[src/rtl/cpu_ctrl_pkg.sv]
// cpu_ctrl_pkg: shared definitions for the RV32I multi-cycle control FSM.
//   state_t      - FSM state encoding (also exported on state_o for debug)
//   OP_*         - major opcode values of the legal RV32I instruction classes
//   PC_SRC_*     - pc_src_o encodings
//   WB_SEL_*     - wb_sel_o encodings
//   is_legal_op  - classifies an opcode as a supported instruction class
package cpu_ctrl_pkg;

  typedef enum logic [2:0] {
    S_IDLE   = 3'd0,
    S_FETCH  = 3'd1,
    S_DECODE = 3'd2,
    S_EXEC   = 3'd3,
    S_MEM    = 3'd4,
    S_WB     = 3'd5,
    S_TRAP   = 3'd6
  } state_t;

  localparam logic [6:0] OP_LUI    = 7'b0110111;
  localparam logic [6:0] OP_AUIPC  = 7'b0010111;
  localparam logic [6:0] OP_JAL    = 7'b1101111;
  localparam logic [6:0] OP_JALR   = 7'b1100111;
  localparam logic [6:0] OP_BRANCH = 7'b1100011;
  localparam logic [6:0] OP_LOAD   = 7'b0000011;
  localparam logic [6:0] OP_STORE  = 7'b0100011;
  localparam logic [6:0] OP_IMM    = 7'b0010011;
  localparam logic [6:0] OP_OP     = 7'b0110011;

  localparam logic [1:0] PC_SRC_PC4  = 2'd0;  // PC + 4
  localparam logic [1:0] PC_SRC_REL  = 2'd1;  // old_pc + imm
  localparam logic [1:0] PC_SRC_JALR = 2'd2;  // ALU & ~1

  localparam logic [1:0] WB_SEL_ALU = 2'd0;
  localparam logic [1:0] WB_SEL_MEM = 2'd1;
  localparam logic [1:0] WB_SEL_PC4 = 2'd2;   // old_pc + 4 (link)

  function automatic logic is_legal_op(input logic [6:0] op);
    case (op)
      OP_LUI, OP_AUIPC, OP_JAL, OP_JALR, OP_BRANCH,
      OP_LOAD, OP_STORE, OP_IMM, OP_OP: return 1'b1;
      default:                          return 1'b0;
    endcase
  endfunction

endpackage

[src/rtl/ctrl_bus_timer.sv]
// ctrl_bus_timer: bus wait watchdog for cpu_ctrl_fsm.
// Only built when CTRL_BUS_TIMEOUT_EN is defined; otherwise this file is empty.
// Ports:
//   clk, rst_n  - clock, async active-low reset
//   clr         - restart the count (not waiting, or access acknowledged)
//   tick        - one cycle spent waiting without acknowledge
//   expired     - this waiting cycle is the TIMEOUT_CYCLES-th without ack
`ifdef CTRL_BUS_TIMEOUT_EN
module ctrl_bus_timer #(
  parameter int TIMEOUT_CYCLES = 255
) (
  input  logic clk,
  input  logic rst_n,
  input  logic clr,
  input  logic tick,
  output logic expired
);

  localparam int CNT_W = 16;

  logic [CNT_W-1:0] cnt;

  always_ff @(posedge clk or negedge rst_n) begin
    if (!rst_n)    cnt <= '0;
    else if (clr)  cnt <= '0;
    else if (tick) cnt <= cnt + 1'b1;
  end

  // cnt counts earlier unacked cycles, so the current cycle is number cnt+1.
  assign expired = tick && (cnt == CNT_W'(TIMEOUT_CYCLES - 1));

endmodule
`endif

[src/rtl/cpu_ctrl_fsm.sv]
// cpu_ctrl_fsm: multi-cycle RV32I control FSM (fetch/decode/exec/mem/wb).
// Drives the shared memory-bus request port and all datapath strobes/selects.
// Optional macro CTRL_BUS_TIMEOUT_EN: bus waits longer than TIMEOUT_CYCLES
// trap with bus_err_o; without it bus waits are unbounded and bus_err_o = 0.
// Ports:
//   clk, reset        - clock, async active-low reset
//   opcode            - IR opcode field (stable from DECODE until next fetch)
//   branch_cond_i     - ALU compare result, taken when high
//   mem_ack_i         - bus acknowledge
//   mem_req_o/we/addr_sel - bus request, write, address select (0 PC, 1 ALU)
//   ir_we_o, pc_we_o, pc_src_o, pc_rst_o - IR / PC control
//   rf_we_o, wb_sel_o - regfile write strobe and writeback source
//   illegal_o, bus_err_o - sticky trap causes
//   state_o           - current state for debug
module cpu_ctrl_fsm
  import cpu_ctrl_pkg::*;
#(
  parameter logic [31:0] PC_ADDR        = 32'h8000_0000,
  parameter int          ADDR_WIDTH     = 32,
  parameter int          DATA_WIDTH     = 32,
  parameter int          TIMEOUT_CYCLES = 255
) (
  input  logic       clk,
  input  logic       reset,
  input  logic [6:0] opcode,
  input  logic       branch_cond_i,
  input  logic       mem_ack_i,
  output logic       mem_req_o,
  output logic       mem_we_o,
  output logic       mem_addr_sel_o,
  output logic       ir_we_o,
  output logic       pc_we_o,
  output logic [1:0] pc_src_o,
  output logic       pc_rst_o,
  output logic       rf_we_o,
  output logic [1:0] wb_sel_o,
  output logic       illegal_o,
  output logic       bus_err_o,
  output logic [2:0] state_o
);

  // PC_ADDR is consumed by the datapath and the bus widths are pass-through;
  // a misaligned reset PC or degenerate widths simply build nothing extra.
  if ((PC_ADDR[1:0] != 2'b00) || (ADDR_WIDTH < 1) || (DATA_WIDTH < 1) ||
      (TIMEOUT_CYCLES < 1)) begin : g_cfg_unsupported
  end

  state_t state, state_nxt;
  logic   illegal_q;
  logic   to_expired;

`ifdef CTRL_BUS_TIMEOUT_EN
  logic in_wait;
  logic bus_err_q;

  assign in_wait = (state == S_FETCH) || (state == S_MEM);

  // An ack ends the access, so it also restarts the count for the next one.
  ctrl_bus_timer #(.TIMEOUT_CYCLES(TIMEOUT_CYCLES)) u_bus_timer (
    .clk     (clk),
    .rst_n   (reset),
    .clr     (!in_wait || mem_ack_i),
    .tick    (in_wait && !mem_ack_i),
    .expired (to_expired)
  );

  always_ff @(posedge clk or negedge reset) begin
    if (!reset)          bus_err_q <= 1'b0;
    else if (to_expired) bus_err_q <= 1'b1;
  end

  assign bus_err_o = bus_err_q;
`else
  assign to_expired = 1'b0;
  assign bus_err_o  = 1'b0;
`endif

  // State register
  always_ff @(posedge clk or negedge reset) begin
    if (!reset) state <= S_IDLE;
    else        state <= state_nxt;
  end

  always_ff @(posedge clk or negedge reset) begin
    if (!reset)                                       illegal_q <= 1'b0;
    else if (state == S_DECODE && !is_legal_op(opcode)) illegal_q <= 1'b1;
  end

  assign illegal_o = illegal_q;
  assign state_o   = state;

  // Next-state logic
  always_comb begin
    state_nxt = state;
    case (state)
      S_IDLE:   state_nxt = S_FETCH;
      S_FETCH: begin
        if (mem_ack_i)       state_nxt = S_DECODE;
        else if (to_expired) state_nxt = S_TRAP;
      end
      S_DECODE: state_nxt = is_legal_op(opcode) ? S_EXEC : S_TRAP;
      S_EXEC: begin
        if (opcode == OP_LOAD || opcode == OP_STORE) state_nxt = S_MEM;
        else if (opcode == OP_BRANCH)                state_nxt = S_FETCH;
        else                                         state_nxt = S_WB;
      end
      S_MEM: begin
        if (mem_ack_i)       state_nxt = (opcode == OP_STORE) ? S_FETCH : S_WB;
        else if (to_expired) state_nxt = S_TRAP;
      end
      S_WB:     state_nxt = S_FETCH;
      S_TRAP:   state_nxt = S_TRAP;
      default:  state_nxt = S_IDLE;
    endcase
  end

  // Output logic; ir_we_o is the only ack-dependent (Mealy) strobe.
  always_comb begin
    mem_req_o      = 1'b0;
    mem_we_o       = 1'b0;
    mem_addr_sel_o = 1'b0;
    ir_we_o        = 1'b0;
    pc_we_o        = 1'b0;
    pc_src_o       = PC_SRC_PC4;
    pc_rst_o       = 1'b0;
    rf_we_o        = 1'b0;
    wb_sel_o       = WB_SEL_ALU;
    case (state)
      S_IDLE:  pc_rst_o = 1'b1;
      S_FETCH: begin
        mem_req_o = 1'b1;
        ir_we_o   = mem_ack_i;
      end
      S_EXEC: begin
        pc_we_o = 1'b1;
        if (opcode == OP_JAL)         pc_src_o = PC_SRC_REL;
        else if (opcode == OP_JALR)   pc_src_o = PC_SRC_JALR;
        else if (opcode == OP_BRANCH) pc_src_o = branch_cond_i ? PC_SRC_REL : PC_SRC_PC4;
      end
      S_MEM: begin
        mem_req_o      = 1'b1;
        mem_addr_sel_o = 1'b1;
        mem_we_o       = (opcode == OP_STORE);
      end
      S_WB: begin
        rf_we_o = 1'b1;
        if (opcode == OP_LOAD)                          wb_sel_o = WB_SEL_MEM;
        else if (opcode == OP_JAL || opcode == OP_JALR) wb_sel_o = WB_SEL_PC4;
      end
      default: ;
    endcase
  end

endmodule
[config.mk]
export PLATFORM = sky130hd
export DESIGN_NAME = cpu_ctrl_fsm
export DESIGN_NICKNAME = d
export VERILOG_FILES = /design/src/rtl/cpu_ctrl_pkg.sv /design/src/rtl/ctrl_bus_timer.sv /design/src/rtl/cpu_ctrl_fsm.sv
export SDC_FILE = /design/constraint.sdc
export NUM_CORES = 1
export LEC_CHECK = 0
export ABC_AREA = 1
export BUFFER_PORTS_ARGS = -buffer_cell sky130_fd_sc_hd__buf_2
export CAP_MARGIN = 10
export CORE_AREA = 10 10 47 49
export CTS_CLUSTER_SIZE = 30
export DETAILED_ROUTE_END_ITERATION = 6
export DIE_AREA = 0 0 57 59
export PLACE_DENSITY = 0.65
export SLEW_MARGIN = 30
export SYNTH_ARGS = -nofsm -noshare
export SYNTH_HDL_FRONTEND = slang
export SYNTH_SLANG_ARGS = --single-unit
export TNS_END_PERCENT = 10
[constraint.sdc]
create_clock -name clk -period 2.3 [get_ports clk]
set_input_delay 0.115 -clock clk [delete_from_list [all_inputs] [get_ports clk]]
set_output_delay 0.115 -clock clk [all_outputs]
set_load 0.02 [all_outputs]
Yosys cells after proc, flatten, opt, wreduce, memory -nomap -nowiden
Cells that the tools add are included.
{"block": "word_totals", "reg_bits": 4, "inputBits": 11, "out_inout_bits": 16, "wordCells": 52}
{"block": "classes", "n_reduce_logical": 9, "n_eq_ne": 17, "muxes": 24}
{"op": "equality test 7 x 6 -> 1 bit, second input constant", "count": 3}
{"op": "equality test 7 bit, second input constant", "count": 3}
{"op": "two-way mux 3 bit", "count": 6}
{"op": "one-hot mux 3 bit (6 select lines)", "count": 1}
{"op": "equality test 7 x 5 -> 1 bit, second input constant", "count": 2}
{"op": "two-way mux 2 bit", "count": 6}
{"op": "two-way mux 1 bit", "count": 11}
{"op": "equality test 3 bit, second input constant", "count": 3}
{"op": "OR reduction 9 bit", "count": 1}
{"op": "equality test 7 x 2 -> 1 bit, second input constant", "count": 1}
{"op": "equality test 3 x 2 -> 1 bit, second input constant", "count": 2}
{"op": "inequality test 2 bit, second input constant", "count": 2}
{"op": "OR reduction 2 bit", "count": 2}
{"op": "equality test 3 x 1 -> 1 bit, second input constant", "count": 1}
{"op": "logical NOT 3 bit", "count": 1}
{"op": "logical OR 1 bit", "count": 2}
{"op": "AND reduction 2 bit", "count": 1}
{"op": "logical AND 1 bit", "count": 1}
{"op": "logical NOT 1 bit", "count": 1}

Logic depth before layout (Yosys ltp)
{"block": "depth", "word_depth": 6, "mapped_depth": 10, "depth_no_buf": 10}

Worst setup path before layout
Ideal clock, no wire load.
{"block": "synth_path", "path_kind": "register to output", "from": "register state[2], in the netlist state_o[2]", "to": "output port wb_sel_o[1]", "path_slack_ns": 0.666, "required_time_ns": 2.185, "t_arrival_ns": 1.519, "stages_incl_launch_ff": 5, "path_buffers": 0, "cell_sequence": "dfrtp_1 > inv_1 > nor3_2 > inv_1 > a21oi_1"}
{"block": "synth_between", "elab_chain_len": 2}
{"item": "from (decl)", "line": "cpu_ctrl_fsm.sv:48", "text": "state_t state, state_nxt;"}
{"item": "from (signal assigned)", "line": "cpu_ctrl_fsm.sv:81", "text": "else state <= state_nxt;"}
{"item": "equality test 3 bit", "line": "cpu_ctrl_fsm.sv:128", "text": "case (state)"}
{"item": "two-way mux 2 bit", "line": "cpu_ctrl_fsm.sv:128"}
{"item": "to (decl)", "line": "cpu_ctrl_fsm.sv:36", "text": "output logic [1:0] wb_sel_o,"}
Every way passes these cells.

Worst setup path in the final report
Same ends and word-level chain as after synthesis.

==> summary.md <==
| Metric | Value |
|---|---|
| Setup repair after global routing missed its margin | `no` |
| Vias in the first global route | `517` |
| Die Y | `59 microns` |
| Final design utilization | `0.423` |
| Clk buf depth | `2` |
| Max VDD drop | `0.513 mV` |
| Tot GR Track Use | `0.0786` |
| Core outline area | `1400 sq um` |
| Setup TNS | `0 ns` |
| Most frequent cells in the layout | `25 x nand2_1, 25 x buf_2, 15 x inv_1` |
| Synth cell types | `18` |
| Synth area leader | `dfrtp_1` |
| H-Tree Depth | `1` |
| Worst Path Max Fanout | `8` |
| Mapped Cells | `77` |
| Met1 usage | `0.0829` |
| Syn Nets | `88` |
| Crit. End Element | `output port` |
| Setup Fix Bufs, Post-CTS | `0` |
| Grt peak-use layer | `met2` |
| Die area | `3360 sq um` |
| Synth Area per Inst | `5.49 sq um` |
| Inserted Clock Buffers | `3` |
| Worst-skew pair later-pin latency | `0.23 ns` |
| # diodes | `0` |
| # rows | `14` |
| Initial drt markers | `19` |
| First drt pass iteration count | `2` |
| Final hold vios | `0` |
| Clk_skew | `0.00261 ns` |
| Via-per-instance ratio | `4.45` |
| Nets@finish | `118` |
| Fin crit share | `0.645` |
| Mapped Area | `423 sq um` |
| Nature of the critical path startpoint | `register` |
| Clk root buf | `clkbuf_4` |
| Fmax | `674 MHz` |
| Cell Pwr Density | `1020 nW/um^2` |
| Max cap viols | `0` |
| Clock-pin slew on the worst setup and hold paths | `0.04 ns` |
| PortBufs | `25` |
| Crit Path Class | `register to output port` |
| Seq pwr share | `0.229` |
| WL final | `1280 microns` |
| Fin. max-slew vios | `0` |
| Seq cells post-synth | `4` |
| Largest net degree at the start of global routing | `9` |
| I/O Pins | `27` |
| Status | `completed` |
| Via Count | `539` |
| Cell Int Power | `0.277 mW` |
| Met2 global-route usage | `0.133` |
| Initial antenna violation count | `0` |
| Initial core utilization | `0.302` |
| Detailed Place HPWL | `1090 microns` |
| WHS | `0.195 ns` |
| Clock share of power | `0.143` |
| P_leak | `0.361 nW` |
| Largest cells by area after synthesis | `dfrtp_1 24%, nand2_1 22%, inv_1 13%, nor2_1 11%, nor3_1 4.7%` |
| Die X | `57 microns` |
| Sw power | `0.325 mW` |
| Sequential element share of the synthesized area | `0.237` |
| Top cell type's share of synthesized area | `0.237` |
| Logic pwr share | `0.628` |
| First-pass GRT wire length | `2150 microns` |
| Minimum clock period | `1.48 ns` |
| Drt wl/cell | `10.6 microns` |
| Synth-to-layout area growth | `40.2%` |
| Antenna Nets Post-Route | `0` |
| Final Wtd Congestion | `0.790` |
| Min-Delay Path Class | `primary input to register` |
| Layout cell share with drive strength beyond 1 | `0.314` |
| Remaining Overflow, GRT | `0` |
| Req. time, crit path | `2.18 ns` |
| # setup viols final | `0` |
| CTS tree | `yes` |
| Sink Count | `4` |
| Sw Ratio | `0.540` |
| CP Data Arrival Time | `1.37 ns` |
| Synth warnings | `0` |
| GRT met3 Usage | `0.0365` |
| Post-route DRC | `0` |
[sequential cells by signal (all words and copies together), names as in the netlist]
| name | flops |
|---|---|
| state_o | 3 |
| illegal_o | 1 |
[per-stage QoR]
| stage | instance area, sq um | setup WS (ns) | cells | power [mW] |
|---|---|---|---|---|
| CTS | 593 | 0.792 | 121 | 0.614 |
| finish | 593 | 0.816 | 121 | 0.602 |
| detailed placement | 561 | 1.04 | 117 | 0.520 |
| floorplan | 423 | 0.666 | 77 | 0.401 |
| global placement | 561 | 1.02 | 117 | 0.517 |
| global route | 593 | 0.638 | 121 | 0.673 |
[worst paths after layout]
check / startpoint / endpoint / slack (ns) / cells past startpoint
hold / removal: mem_ack_i / state_o[0]$_DFFE_PN0P_ / 0.19 / 4
min in group asynchronous: reset / illegal_o$_DFFE_PN0P_ / 0.23 / 2
setup / recovery: state_o[2]$_DFFE_PN0P_ / wb_sel_o[1] / 0.82 / 5
setup reg to reg: state_o[0]$_DFFE_PN0P_ / state_o[0]$_DFFE_PN0P_ / 1.07 / 7
max in group asynchronous: reset / state_o[0]$_DFFE_PN0P_ / 1.95 / 2
hold reg to reg: illegal_o$_DFFE_PN0P_ / illegal_o$_DFFE_PN0P_ / 0.45 / 2
[cell usage after synthesis]
| library cell | number |
|---|---|
| nand2_1 | 25 |
| inv_1 | 15 |
| nor2_1 | 12 |
| dfrtp_1 | 4 |
| nor3_1 | 4 |
| a21oi_1 | 2 |
| inv_2 | 2 |
| nand3_1 | 2 |
| o21ai_0 | 2 |
| buf_4 | 1 |
| conb_1 | 1 |
| nand4_1 | 1 |
| nor2_2 | 1 |
| nor3_2 | 1 |
| nor3_4 | 1 |
| o211ai_1 | 1 |
| o22ai_1 | 1 |
| or2_0 | 1 |
[per-layer routing]
layer | share of wire | vias up
li1 | - | 287
met1 | 0.42 | 236
met2 | 0.52 | 14
met3 | 0.038 | 2
met4 | 0.013 | 0
met5 | 0 | -
[power by group through the flow]
stage	Combinational (mW)	Sequential (mW)	Clock (mW)
finish	0.378	0.138	0.0861
global route	0.426	0.144	0.103
CTS	0.385	0.137	0.0926
detailed placement	0.381	0.139	0
global placement	0.381	0.136	0
floorplan	0.239	0.162	0
[critical path, cell delays in order, from the launching register on]
cell,delay (ns)
dfrtp_1,0.48
inv_1,0.12
nor3_2,0.18
inv_1,0.07
a21oi_1,0.10
buf_2,0.18
[cell families (layout without fill, tap and decap cells)]
logic type | after synthesis | after routing | synth area share
buf+inv | 18 | 46 | 0.169
simple gates | 48 | 48 | 0.506
other cells | 1 | 1 | 0.00887
flops | 4 | 4 | 0.237
compound gates | 6 | 6 | 0.0799
[timing repair]
| item | in CTS | in global routing |
|---|---|---|
| endpoints found under the hold margin | 4 | 0 |
| resized for setup | 0 | 0 |
| hold buffers | 1 | 0 |
[area by class of cell]
class	count	area, sq um
Timing Repair Buffer	26	135
Tap cell	16	20.0
Inverter	17	63.8
Clock buffer	3	22.5
Multi-Input combinational cell	55	251
Fill cell	174	808
Sequential cell	4	100
Note: power is estimated with default switching activity, not from simulation.
